**config.mk**
```make
export PLATFORM = sky130hd
export DESIGN_NAME = gpcfg_cmd_master
export DESIGN_NICKNAME = d
export VERILOG_FILES = /design/src/rtl/gpcfg_mst_pkg.sv /design/src/rtl/gpcfg_mst_rsp_slice.sv /design/src/rtl/gpcfg_cmd_master.sv
export SDC_FILE = /design/constraint.sdc
export NUM_CORES = 1
export LEC_CHECK = 0
export BUFFER_PORTS_ARGS = -buffer_cell sky130_fd_sc_hd__buf_2
export CAP_MARGIN = 20
export CORE_ASPECT_RATIO = 0.75
export CORE_MARGIN = 3
export CORE_UTILIZATION = 40
export DETAILED_ROUTE_END_ITERATION = 12
export PLACE_DENSITY = 0.71
export SYNTH_ARGS = -nofsm -noshare
export SYNTH_HDL_FRONTEND = slang
export SYNTH_SLANG_ARGS = --single-unit
```
**constraint.sdc**
```tcl
create_clock -name hclk -period 5.5 [get_ports hclk]
set_clock_uncertainty 0.2 [all_clocks]
set_input_delay 1.1 -clock hclk [delete_from_list [all_inputs] [get_ports hclk]]
set_output_delay 1.1 -clock hclk [all_outputs]
set_load 0.02 [all_outputs]
```
**src/rtl/gpcfg_mst_pkg.sv**
```systemverilog
// Shared constants and FSM encoding for gpcfg_cmd_master.
// The RMW states exist only when GPCFG_MST_RMW_EN is defined.
package gpcfg_mst_pkg;

  localparam logic [31:0] ADDR_STEP  = 32'd4;
  localparam int          RD_LAT_MAX = 3;

  typedef enum logic [2:0] {
    S_IDLE    = 3'd0,
    S_WR      = 3'd1,
    S_RD      = 3'd2,
    S_RD_WAIT = 3'd3,
    S_RSP     = 3'd4
`ifdef GPCFG_MST_RMW_EN
    ,
    S_RMW_RD  = 3'd5,
    S_RMW_WR  = 3'd6
`endif
  } state_e;

endpackage

```
**src/rtl/gpcfg_mst_rsp_slice.sv**
```systemverilog
// One-entry response holding register; contents stay frozen until the
// valid/ready handshake and read as zero while empty.
module gpcfg_mst_rsp_slice (
  input  logic        hclk,
  input  logic        hreset,
  input  logic        load,
  input  logic [31:0] load_rdata,
  input  logic        load_last,
  input  logic        rsp_ready,
  output logic        rsp_valid,
  output logic [31:0] rsp_rdata,
  output logic        rsp_last
);

  always_ff @(posedge hclk or posedge hreset) begin
    if (hreset) begin
      rsp_valid <= 1'b0;
      rsp_rdata <= '0;
      rsp_last  <= 1'b0;
    end else if (load) begin
      rsp_valid <= 1'b1;
      rsp_rdata <= load_rdata;
      rsp_last  <= load_last;
    end else if (rsp_valid && rsp_ready) begin
      rsp_valid <= 1'b0;
      rsp_rdata <= '0;
      rsp_last  <= 1'b0;
    end
  end

endmodule

```
**src/rtl/gpcfg_cmd_master.sv**
```systemverilog
// Command initiator for the gpcfg register-bank port: single/burst writes and reads.
// Optional read-modify-write support is compiled in with GPCFG_MST_RMW_EN.
module gpcfg_cmd_master
  import gpcfg_mst_pkg::*;
#(
  parameter int LEN_W  = 4,
  parameter int RD_LAT = 0
) (
  input  logic             hclk,
  input  logic             hreset,
  input  logic             cmd_valid,
  output logic             cmd_ready,
  input  logic             cmd_write,
  input  logic             cmd_rmw,
  input  logic [31:0]      cmd_addr,
  input  logic [31:0]      cmd_wdata,
  input  logic [31:0]      cmd_mask,
  input  logic [3:0]       cmd_be,
  input  logic [LEN_W-1:0] cmd_len,
  output logic             rsp_valid,
  input  logic             rsp_ready,
  output logic [31:0]      rsp_rdata,
  output logic             rsp_last,
  output logic             wr_en,
  output logic             rd_en,
  output logic [3:0]       byte_en,
  output logic [31:0]      wr_addr,
  output logic [31:0]      rd_addr,
  output logic [31:0]      wdata,
  input  logic [31:0]      rdata,
  output logic             busy
);

  localparam int         LAT      = (RD_LAT > RD_LAT_MAX) ? RD_LAT_MAX : RD_LAT;
  localparam logic [1:0] LAT_LAST = 2'(LAT);

  state_e           state, state_nxt;
  logic [31:0]      addr_q, wdata_q;
  logic [3:0]       be_q;
  logic [LEN_W-1:0] len_q, beat_q;
  logic [1:0]       lat_q;
  logic             last_beat, lat_done, rsp_hs;
  logic             rsp_load, rsp_load_last;
  logic [31:0]      rsp_load_rdata;

`ifdef GPCFG_MST_RMW_EN
  logic [31:0]      mask_q, old_q;
`else
  logic             unused_cfg;
  assign unused_cfg = ^{cmd_rmw, cmd_mask};
`endif

  assign last_beat = (beat_q == len_q);
  assign lat_done  = (lat_q == LAT_LAST);
  assign rsp_hs    = rsp_valid & rsp_ready;
  assign cmd_ready = (state == S_IDLE);
  assign busy      = (state != S_IDLE);

  always_ff @(posedge hclk or posedge hreset) begin
    if (hreset) state <= S_IDLE;
    else        state <= state_nxt;
  end

  always_comb begin
    state_nxt      = state;
    rsp_load       = 1'b0;
    rsp_load_rdata = '0;
    rsp_load_last  = 1'b0;
    wr_en          = 1'b0;
    rd_en          = 1'b0;
    wr_addr        = '0;
    rd_addr        = '0;
    wdata          = '0;
    byte_en        = '0;
    case (state)
      S_IDLE: begin
        if (cmd_valid) begin
          if (!cmd_write) state_nxt = S_RD;
`ifdef GPCFG_MST_RMW_EN
          else if (cmd_rmw) state_nxt = S_RMW_RD;
`endif
          else state_nxt = S_WR;
        end
      end
      S_WR: begin
        wr_en   = 1'b1;
        wr_addr = addr_q;
        wdata   = wdata_q;
        byte_en = be_q;
        if (last_beat) begin
          rsp_load      = 1'b1;
          rsp_load_last = 1'b1;
          state_nxt     = S_RSP;
        end
      end
      // RD is the first cycle of a read beat; RD_WAIT covers the remaining latency.
      S_RD, S_RD_WAIT: begin
        rd_en   = 1'b1;
        rd_addr = addr_q;
        if (lat_done) begin
          rsp_load       = 1'b1;
          rsp_load_rdata = rdata;
          rsp_load_last  = last_beat;
          state_nxt      = S_RSP;
        end else begin
          state_nxt = S_RD_WAIT;
        end
      end
      S_RSP: begin
        if (rsp_hs) state_nxt = rsp_last ? S_IDLE : S_RD;
      end
`ifdef GPCFG_MST_RMW_EN
      S_RMW_RD: begin
        rd_en   = 1'b1;
        rd_addr = addr_q;
        if (lat_done) state_nxt = S_RMW_WR;
      end
      S_RMW_WR: begin
        wr_en          = 1'b1;
        wr_addr        = addr_q;
        wdata          = (old_q & ~mask_q) | (wdata_q & mask_q);
        byte_en        = 4'hF;
        rsp_load       = 1'b1;
        rsp_load_rdata = old_q;
        rsp_load_last  = 1'b1;
        state_nxt      = S_RSP;
      end
`endif
      default: state_nxt = S_IDLE;
    endcase
  end

  always_ff @(posedge hclk or posedge hreset) begin
    if (hreset) begin
      addr_q  <= '0;
      wdata_q <= '0;
      be_q    <= '0;
      len_q   <= '0;
      beat_q  <= '0;
      lat_q   <= '0;
`ifdef GPCFG_MST_RMW_EN
      mask_q  <= '0;
      old_q   <= '0;
`endif
    end else begin
      lat_q <= (rd_en && !lat_done) ? lat_q + 2'd1 : 2'd0;
      case (state)
        S_IDLE: begin
          if (cmd_valid) begin
            addr_q  <= {cmd_addr[31:2], 2'b00};
            wdata_q <= cmd_wdata;
            be_q    <= cmd_be;
            len_q   <= cmd_len;
            beat_q  <= '0;
`ifdef GPCFG_MST_RMW_EN
            mask_q  <= cmd_mask;
`endif
          end
        end
        S_WR: begin
          addr_q <= addr_q + ADDR_STEP;
          beat_q <= beat_q + LEN_W'(1);
        end
        // Read beats advance only once the previous response has been taken.
        S_RSP: begin
          if (rsp_hs && !rsp_last) begin
            addr_q <= addr_q + ADDR_STEP;
            beat_q <= beat_q + LEN_W'(1);
          end
        end
`ifdef GPCFG_MST_RMW_EN
        S_RMW_RD: begin
          if (lat_done) old_q <= rdata;
        end
`endif
        default: ;
      endcase
    end
  end

  gpcfg_mst_rsp_slice u_rsp (
    .hclk       (hclk),
    .hreset     (hreset),
    .load       (rsp_load),
    .load_rdata (rsp_load_rdata),
    .load_last  (rsp_load_last),
    .rsp_ready  (rsp_ready),
    .rsp_valid  (rsp_valid),
    .rsp_rdata  (rsp_rdata),
    .rsp_last   (rsp_last)
  );

endmodule

```
==> impl_metrics.xml, run 1 <==
<?xml version="1.0" encoding="UTF-8"?>
<metrics>
  <group name="synthesis">
    <metric name="ys_async_sr_fraction" unit="%">100</metric>
    <metric name="yosys-top-cells-area" unit="">dfrtp_1 48%, and2_1 10%, mux2_2 6.6%</metric>
    <metric name="ys_seq_area_share" unit="%">48.5</metric>
    <metric name="postSynthCellCount" unit="">577</metric>
    <metric name="synth_commonest_cells" unit="">113 x dfrtp_1, 94 x and2_1, 40 x nand2_1</metric>
    <metric name="synth_top_cell_area_share" unit="%">48.5</metric>
    <metric name="leading_area_contributor_after_synthesis" unit="">dfrtp_1</metric>
    <metric name="post_synth_num_cell_types" unit="">55</metric>
    <metric name="postSynthRegisterBits" unit="">113</metric>
    <metric name="ys.warnings.count" unit="">0</metric>
    <metric name="synth.avg_cell_area" unit="µm²">10.1</metric>
    <metric name="most_instantiated_library_cell_after_synthesis" unit="">dfrtp_1</metric>
    <metric name="number_of_synthesized_flops_with_an_enable_pin" unit="">0</metric>
    <metric name="post_synth_instance_area" unit="mm²">0.00583</metric>
    <metric name="postSynth.topFlopCell" unit="">dfrtp_1</metric>
  </group>
  <group name="placed_design">
    <metric name="placed_cells_incl_taps" unit="">974</metric>
    <metric name="placed_area" unit="mm²">0.00715</metric>
    <metric name="gp_congestion" unit="">0.810</metric>
    <metric name="place_ws" unit="ns">1.99</metric>
    <metric name="io_buffers" unit="">240</metric>
    <metric name="hpwlAfterDp" unit="µm">11200</metric>
  </group>
  <group name="critical_path">
    <metric name="timing.critical_path.from_type" unit="">flip-flop</metric>
    <metric name="critical_path.cell_chain" unit="">nor3b_4 -&gt; buf_4 -&gt; and2_1 -&gt; buf_2</metric>
    <metric name="critPathSlowestCell" unit="">nor3b_4</metric>
    <metric name="cp_data_required_time" unit="ns">4.20</metric>
    <metric name="crit_path_max_incr_delay" unit="ns">0.82</metric>
    <metric name="critical_path.top_delay_family" unit="">simple AND/OR/NAND/NOR gates</metric>
    <metric name="worstSetupEndpointType" unit="">primary output</metric>
    <metric name="setup.worst_path.class" unit="">reg2out</metric>
    <metric name="cp_data_arrival_time" unit="ns">2.56</metric>
    <metric name="worst-path-buf-inv" unit="">2</metric>
    <metric name="crit_fanout" unit="">41</metric>
  </group>
  <group name="global_route">
    <metric name="grt_start_max_net_pins" unit="">78</metric>
    <metric name="grt_first_pass_wirelength" unit="µm">26300</metric>
    <metric name="track_usage" unit="%">19.8</metric>
    <metric name="number_of_antenna_violations_at_the_first_check_in_global_routing" unit="">0</metric>
    <metric name="grt_remaining_overflow" unit="">0</metric>
    <metric name="first_global_vias" unit="">5011</metric>
  </group>
  <group name="sta">
    <metric name="setup-violations-final" unit="">0</metric>
    <metric name="grt_setup_unrepaired" unit="">no</metric>
    <metric name="final_critical_path_setup_slack" unit="ns">1.64</metric>
    <metric name="max_slew_headroom" unit="%">35.5</metric>
    <metric name="finalCritPeriodShare" unit="%">70.2</metric>
    <metric name="min_period" unit="ns">3.86</metric>
    <metric name="timing_hold_violations_final" unit="">0</metric>
    <metric name="totalNegativeSetupSlack" unit="ns">0</metric>
    <metric name="clock.fmax" unit="GHz">0.259</metric>
    <metric name="report.final.slew_viol_count" unit="">0</metric>
    <metric name="timing_worst_slew_pin_value" unit="ns">0.967</metric>
  </group>
  <group name="clock_network">
    <metric name="numCtsBuffers" unit="">17</metric>
    <metric name="clkLatencyLatePin" unit="ns">0.40</metric>
    <metric name="cts.repair_timing.setup_buffer_count" unit="">0</metric>
    <metric name="root_buffer" unit="">clkbuf_16</metric>
    <metric name="hold_buffers" unit="">0</metric>
    <metric name="tritoncts_num_sinks" unit="">113</metric>
    <metric name="cts-root-to-sink-buffers" unit="">2</metric>
    <metric name="cts_tree" unit="">yes</metric>
    <metric name="clk_pin_slew" unit="ns">0.05</metric>
    <metric name="clock_tree.htree_level_count" unit="">4</metric>
    <metric name="post_cts_resize_count" unit="">0</metric>
  </group>
  <group name="floorplan">
    <metric name="initial_core_util" unit="%">41.7</metric>
    <metric name="placeableCoreArea" unit="mm²">0.0140</metric>
    <metric name="placementRows" unit="">37</metric>
    <metric name="die_w" unit="µm">145</metric>
    <metric name="dieHeight" unit="µm">111</metric>
    <metric name="floorplan.die_area" unit="mm²">0.0161</metric>
    <metric name="floorplan.io_pins" unit="">280</metric>
  </group>
  <group name="detailed_routing">
    <metric name="met3_wirelength" unit="µm">1400</metric>
    <metric name="drt-vias-per-instance" unit="">5.06</metric>
    <metric name="ant_nets" unit="">0</metric>
    <metric name="wl_per_cell" unit="µm">15.7</metric>
    <metric name="dr.first_iter.drc_count" unit="">342</metric>
    <metric name="met2_length" unit="µm">7310</metric>
    <metric name="drt-total-wl" unit="µm">15800</metric>
    <metric name="route.layer.met1.wl" unit="µm">7040</metric>
    <metric name="remaining_drc_errors" unit="">0</metric>
    <metric name="highest-signal-layer" unit="">met4</metric>
    <metric name="vias" unit="">5094</metric>
    <metric name="firstDrtPassIters" unit="">4</metric>
  </group>
  <group name="cells_and_area">
    <metric name="nFillCells" unit="">1275</metric>
    <metric name="final-instance-count-excl-fill" unit="">1007</metric>
    <metric name="final_net_count" unit="">944</metric>
    <metric name="layout-drive-gt1-share" unit="%">40.8</metric>
    <metric name="area_growth" unit="%">33.8</metric>
    <metric name="final_area" unit="mm²">0.00780</metric>
    <metric name="diode_insertion_count_for_antenna_repair" unit="">0</metric>
  </group>
  <group name="power">
    <metric name="post-layout-total-power" unit="mW">5.21</metric>
    <metric name="power.ir.vdd_worst" unit="V">0.000290</metric>
    <metric name="p_leak" unit="nW">3.93</metric>
    <metric name="pwr_density_cell" unit="mW/mm²">668</metric>
  </group>
  <group name="run">
    <metric name="max_cap_violations" unit="">0</metric>
  </group>
  <group name="worst_hold_path">
    <metric name="timing.hold.worst.class" unit="">reg2reg</metric>
  </group>
  <group name="outcome">
    <metric name="status" unit="">finished, final reports clean</metric>
  </group>
</metrics>
[layer usage]
| layer | vias up | GRT usage (%) |
|---|---|---|
| met2 | 197 | 30.9 |
| met4 | 0 | 4.36 |
| li1 | 2489 | - |
| met5 | - | 0 |
| met3 | 8 | 5.58 |
| met1 | 2400 | 27.5 |
[worst paths after layout]
path	from	endpoint	slack, ns	cells past startpoint
max	state[0]	wdata[29]	1.64	4
min	lat_q[0]	lat_q[0]	0.24	1
max reg2reg	state[0]	u_rsp.rsp_rdata[21]	2.85	6
min reg2reg	lat_q[0]	lat_q[0]	0.24	1
max in group asynchronous	hreset	wdata_q[31]	3.31	3
min in group asynchronous	hreset	u_rsp.rsp_rdata[0]	0.71	2
[registers in the layout, indices dropped and copies added (netlist names)]
name and count:
u_rsp.rsp_last 1, addr_q 30, be_q 4, beat_q 4, lat_q 2, u_rsp.rsp_rdata 32
wdata_q 32, u_rsp.rsp_valid 1, len_q 4, state 3
[power breakdown]
part	switching [mW]	total, mW	leakage, nW	internal, mW
combinational	1.41	2.44	2.25	1.03
clock	0.393	1.18	0.305	0.783
sequential	0.346	1.60	1.37	1.25
total	2.15	5.21	3.93	3.06
[kinds of logic after synthesis]
| group | after synthesis | share of synthesized area, % |
|---|---|---|
| buf+inv | 65 | 5.26 |
| compound gates | 128 | 15.7 |
| xor+xnor | 7 | 1.05 |
| simple gates | 219 | 20.9 |
| fa+ha+maj | 3 | 0.644 |
| other cells | 1 | 0.0643 |
| mux | 41 | 7.90 |
| flops | 113 | 48.5 |
[cells in the final DEF, fill, tap and decap left out, types with 3 or more instances in the layout]
master	netlist	final
a21oi_1	33	33
a22o_1	34	34
a2bb2oi_1	13	13
a31oi_1	3	3
and2_1	94	94
and3_1	3	3
buf_2	19	240
buf_4	8	8
bufinv_16	0	4
clkbuf_16	0	17
clkinv_2	0	3
clkinvlp_4	0	3
conb_1	1	4
dfrtp_1	113	113
ha_1	3	3
inv_1	13	12
mux2_1	6	6
mux2_2	34	34
nand2_1	40	40
nand3_1	19	19
nand4_1	12	12
nor2_1	24	24
nor3_1	9	9
nor4_1	4	4
o21ai_0	12	12
o22ai_1	16	16
o31ai_1	3	3
xnor2_1	5	5
[layout make-up]
| cell class | instances | area [µm²] | share of cell area, % |
|---|---|---|---|
| Clock inverter | 13 | 184 | 2.36 |
| Multi-Input combinational cell | 402 | 2740 | 35.1 |
| Timing Repair Buffer | 250 | 1300 | 16.6 |
| Inverter | 15 | 58.8 | 0.754 |
| Clock buffer | 19 | 453 | 5.81 |
| Tap cell | 195 | 244 | 3.13 |
| Sequential cell | 113 | 2830 | 36.3 |
[per-stage QoR]
stage	hold slack, ns	util (%)
detailed placement	0.233	51.1
global placement	0.225	51.0
CTS	0.240	55.7
global route	0.265	55.8
floorplan	0.212	-
finish	0.243	55.8
(Power assumes the default switching activity.)
==> inputs of run 2 (changes only) <==
- PLACE_DENSITY: 0.71 -> 0.74
- clock period: 5.5 -> 3.5 ns (I/O delays scaled with it)
==> run 2 against run 1 <==
- critical path depth up 1
- wire length up 0.15%
- flip-flop and latch count stayed put
- utilization hardly changed
- clock-buffer cell count up 5
- total power rose by 56%
- largest cell class unchanged
==> impl_metrics.xml, run 2 (synthesis gave the netlist of run 1 again) <==
<?xml version="1.0" encoding="UTF-8"?>
<metrics>
  <group name="outcome">
    <metric name="status" unit="">finished, final reports clean</metric>
  </group>
  <group name="sta">
    <metric name="min_period" unit="ns">2.91</metric>
    <metric name="finalCritPeriodShare" unit="%">83.1</metric>
    <metric name="setup-violations-final" unit="">0</metric>
    <metric name="timing_worst_slew_pin_value" unit="ns">0.671</metric>
    <metric name="grt_setup_unrepaired" unit="">no</metric>
    <metric name="clock.fmax" unit="GHz">0.344</metric>
    <metric name="timing_hold_violations_final" unit="">0</metric>
    <metric name="max_slew_headroom" unit="%">54.9</metric>
    <metric name="report.final.slew_viol_count" unit="">0</metric>
    <metric name="totalNegativeSetupSlack" unit="ns">0</metric>
  </group>
  <group name="worst_hold_path">
    <metric name="timing.hold.worst.class" unit="">in2async</metric>
  </group>
  <group name="floorplan">
    <metric name="floorplan.io_pins" unit="">280</metric>
    <metric name="floorplan.die_area" unit="mm²">0.0161</metric>
    <metric name="placementRows" unit="">37</metric>
    <metric name="dieHeight" unit="µm">111</metric>
    <metric name="initial_core_util" unit="%">41.7</metric>
    <metric name="placeableCoreArea" unit="mm²">0.0140</metric>
    <metric name="die_w" unit="µm">145</metric>
  </group>
  <group name="power">
    <metric name="pwr_density_cell" unit="mW/mm²">1040</metric>
    <metric name="power.ir.vdd_worst" unit="V">0.000550</metric>
    <metric name="post-layout-total-power" unit="mW">8.11</metric>
    <metric name="p_leak" unit="nW">3.93</metric>
  </group>
  <group name="cells_and_area">
    <metric name="diode_insertion_count_for_antenna_repair" unit="">0</metric>
    <metric name="postLayoutCoreUtil" unit="%">55.8</metric>
    <metric name="final_net_count" unit="">947</metric>
    <metric name="layout-drive-gt1-share" unit="%">40.7</metric>
    <metric name="final_cell_mix" unit="">240 x buf_2, 113 x dfrtp_1, 94 x and2_1</metric>
    <metric name="final_common_cell" unit="">buf_2</metric>
    <metric name="nFillCells" unit="">1276</metric>
    <metric name="area_growth" unit="%">33.8</metric>
    <metric name="reg_top3" unit="">u_rsp.rsp_rdata x32, wdata_q x32, addr_q x30</metric>
  </group>
  <group name="clock_network">
    <metric name="tritoncts_num_sinks" unit="">113</metric>
    <metric name="clock_tree.htree_level_count" unit="">4</metric>
    <metric name="cts.repair_timing.setup_buffer_count" unit="">0</metric>
    <metric name="hold_buffers" unit="">0</metric>
    <metric name="clk_pin_slew" unit="ns">0.05</metric>
    <metric name="clkLatencyLatePin" unit="ns">0.40</metric>
    <metric name="post_cts_resize_count" unit="">0</metric>
    <metric name="root_buffer" unit="">clkbuf_16</metric>
    <metric name="cts_tree" unit="">yes</metric>
    <metric name="numCtsBuffers" unit="">17</metric>
    <metric name="cts-root-to-sink-buffers" unit="">2</metric>
  </group>
  <group name="critical_path">
    <metric name="setup.worst_path.class" unit="">reg2out</metric>
    <metric name="worstReg2RegStart" unit="">state[2]</metric>
    <metric name="crit_fanout" unit="">42</metric>
    <metric name="cp_data_arrival_time" unit="ns">2.01</metric>
    <metric name="worst-path-buf-inv" unit="">3</metric>
    <metric name="cp_data_required_time" unit="ns">2.60</metric>
    <metric name="critical_path.cell_chain" unit="">nor3b_4 -&gt; buf_4 -&gt; inv_1 -&gt; nor2_1 -&gt; buf_2</metric>
    <metric name="worstSetupEndpointType" unit="">primary output</metric>
    <metric name="crit_path_max_incr_delay" unit="ns">0.52</metric>
    <metric name="timing.critical_path.from_type" unit="">flip-flop</metric>
    <metric name="startpoint_of_the_worst_setup_timing_path" unit="">state[0]</metric>
    <metric name="critPathSlowestCell" unit="">dfrtp_1</metric>
    <metric name="critical_path.top_delay_family" unit="">buffers and inverters</metric>
  </group>
  <group name="global_route">
    <metric name="grt_first_pass_wirelength" unit="µm">26200</metric>
    <metric name="track_usage" unit="%">19.9</metric>
    <metric name="first_global_vias" unit="">4953</metric>
    <metric name="grt_remaining_overflow" unit="">0</metric>
    <metric name="number_of_antenna_violations_at_the_first_check_in_global_routing" unit="">0</metric>
    <metric name="grt_start_max_net_pins" unit="">61</metric>
  </group>
  <group name="detailed_routing">
    <metric name="remaining_drc_errors" unit="">0</metric>
    <metric name="vias" unit="">5164</metric>
    <metric name="drt-vias-per-instance" unit="">5.13</metric>
    <metric name="drt-total-wl" unit="µm">15900</metric>
    <metric name="ant_nets" unit="">0</metric>
    <metric name="dr.first_iter.drc_count" unit="">289</metric>
    <metric name="wl_per_cell" unit="µm">15.8</metric>
    <metric name="firstDrtPassIters" unit="">5</metric>
  </group>
  <group name="placed_design">
    <metric name="hpwlAfterDp" unit="µm">11400</metric>
    <metric name="io_buffers" unit="">240</metric>
    <metric name="gp_congestion" unit="">0.876</metric>
  </group>
  <group name="run">
    <metric name="max_cap_violations" unit="">0</metric>
  </group>
</metrics>
-- run 2: cell types whose count changed in the layout (fill, tap and decap cells not counted), sizes merged --
cell	before	now
clkinv	5	0
buf	250	253
inv	16	14
clkbuf	19	24
bufinv	4	3
clkinvlp	3	2
-- run 2: per-layer routing --
layer	vias up	wire, µm	global-route usage (%)	share of wire (%)
li1	2491	-	-	-
met1	2459	7280	27.9	46
met2	201	7230	30.2	46
met3	13	1210	6.07	7.6
met4	0	149	4.81	0.94
met5	-	0	0	0
-- run 2: final timing paths --
path	slack (ns)	depth (start not counted)	endpoint
setup / recovery	0.59	5	wr_addr[28]
hold / removal	0.16	2	u_rsp.rsp_valid
setup reg to reg	1.02	8	u_rsp.rsp_rdata[6]
hold reg to reg	0.24	1	lat_q[0]
max in group asynchronous	2.20	3	u_rsp.rsp_rdata[27]
min in group hclk	0.24	1	lat_q[0]
-- run 2: area by class of cell --
type	instances	area [µm²]	share of cell area, %
inverter	15	60.1	0.770
clock inverter	4	97.6	1.25
multi-input combinational	402	2740	35.1
tap	195	244	3.13
clock buffer	24	522	6.69
sequential	113	2830	36.3
timing repair buffer	253	1310	16.8
-- run 2: power breakdown --
| group | internal (mW) | switching, mW |
|---|---|---|
| Sequential | 1.97 | 0.531 |
| Clock | 1.24 | 0.561 |
| Combinational | 1.60 | 2.22 |
| Total | 4.80 | 3.31 |
-- run 2: per-stage QoR --
step                hold slack (ns)  instances  setup WS [ns]  cell area (µm²)
CTS                           0.171       1006          0.544             7800
detailed placement            0.230        978          0.960             7180
global placement              0.224        978          0.995             7180
global route                  0.196       1006          0.412             7800
floorplan                     0.212        580           1.07             5850
finish                        0.156       1006          0.593             7800
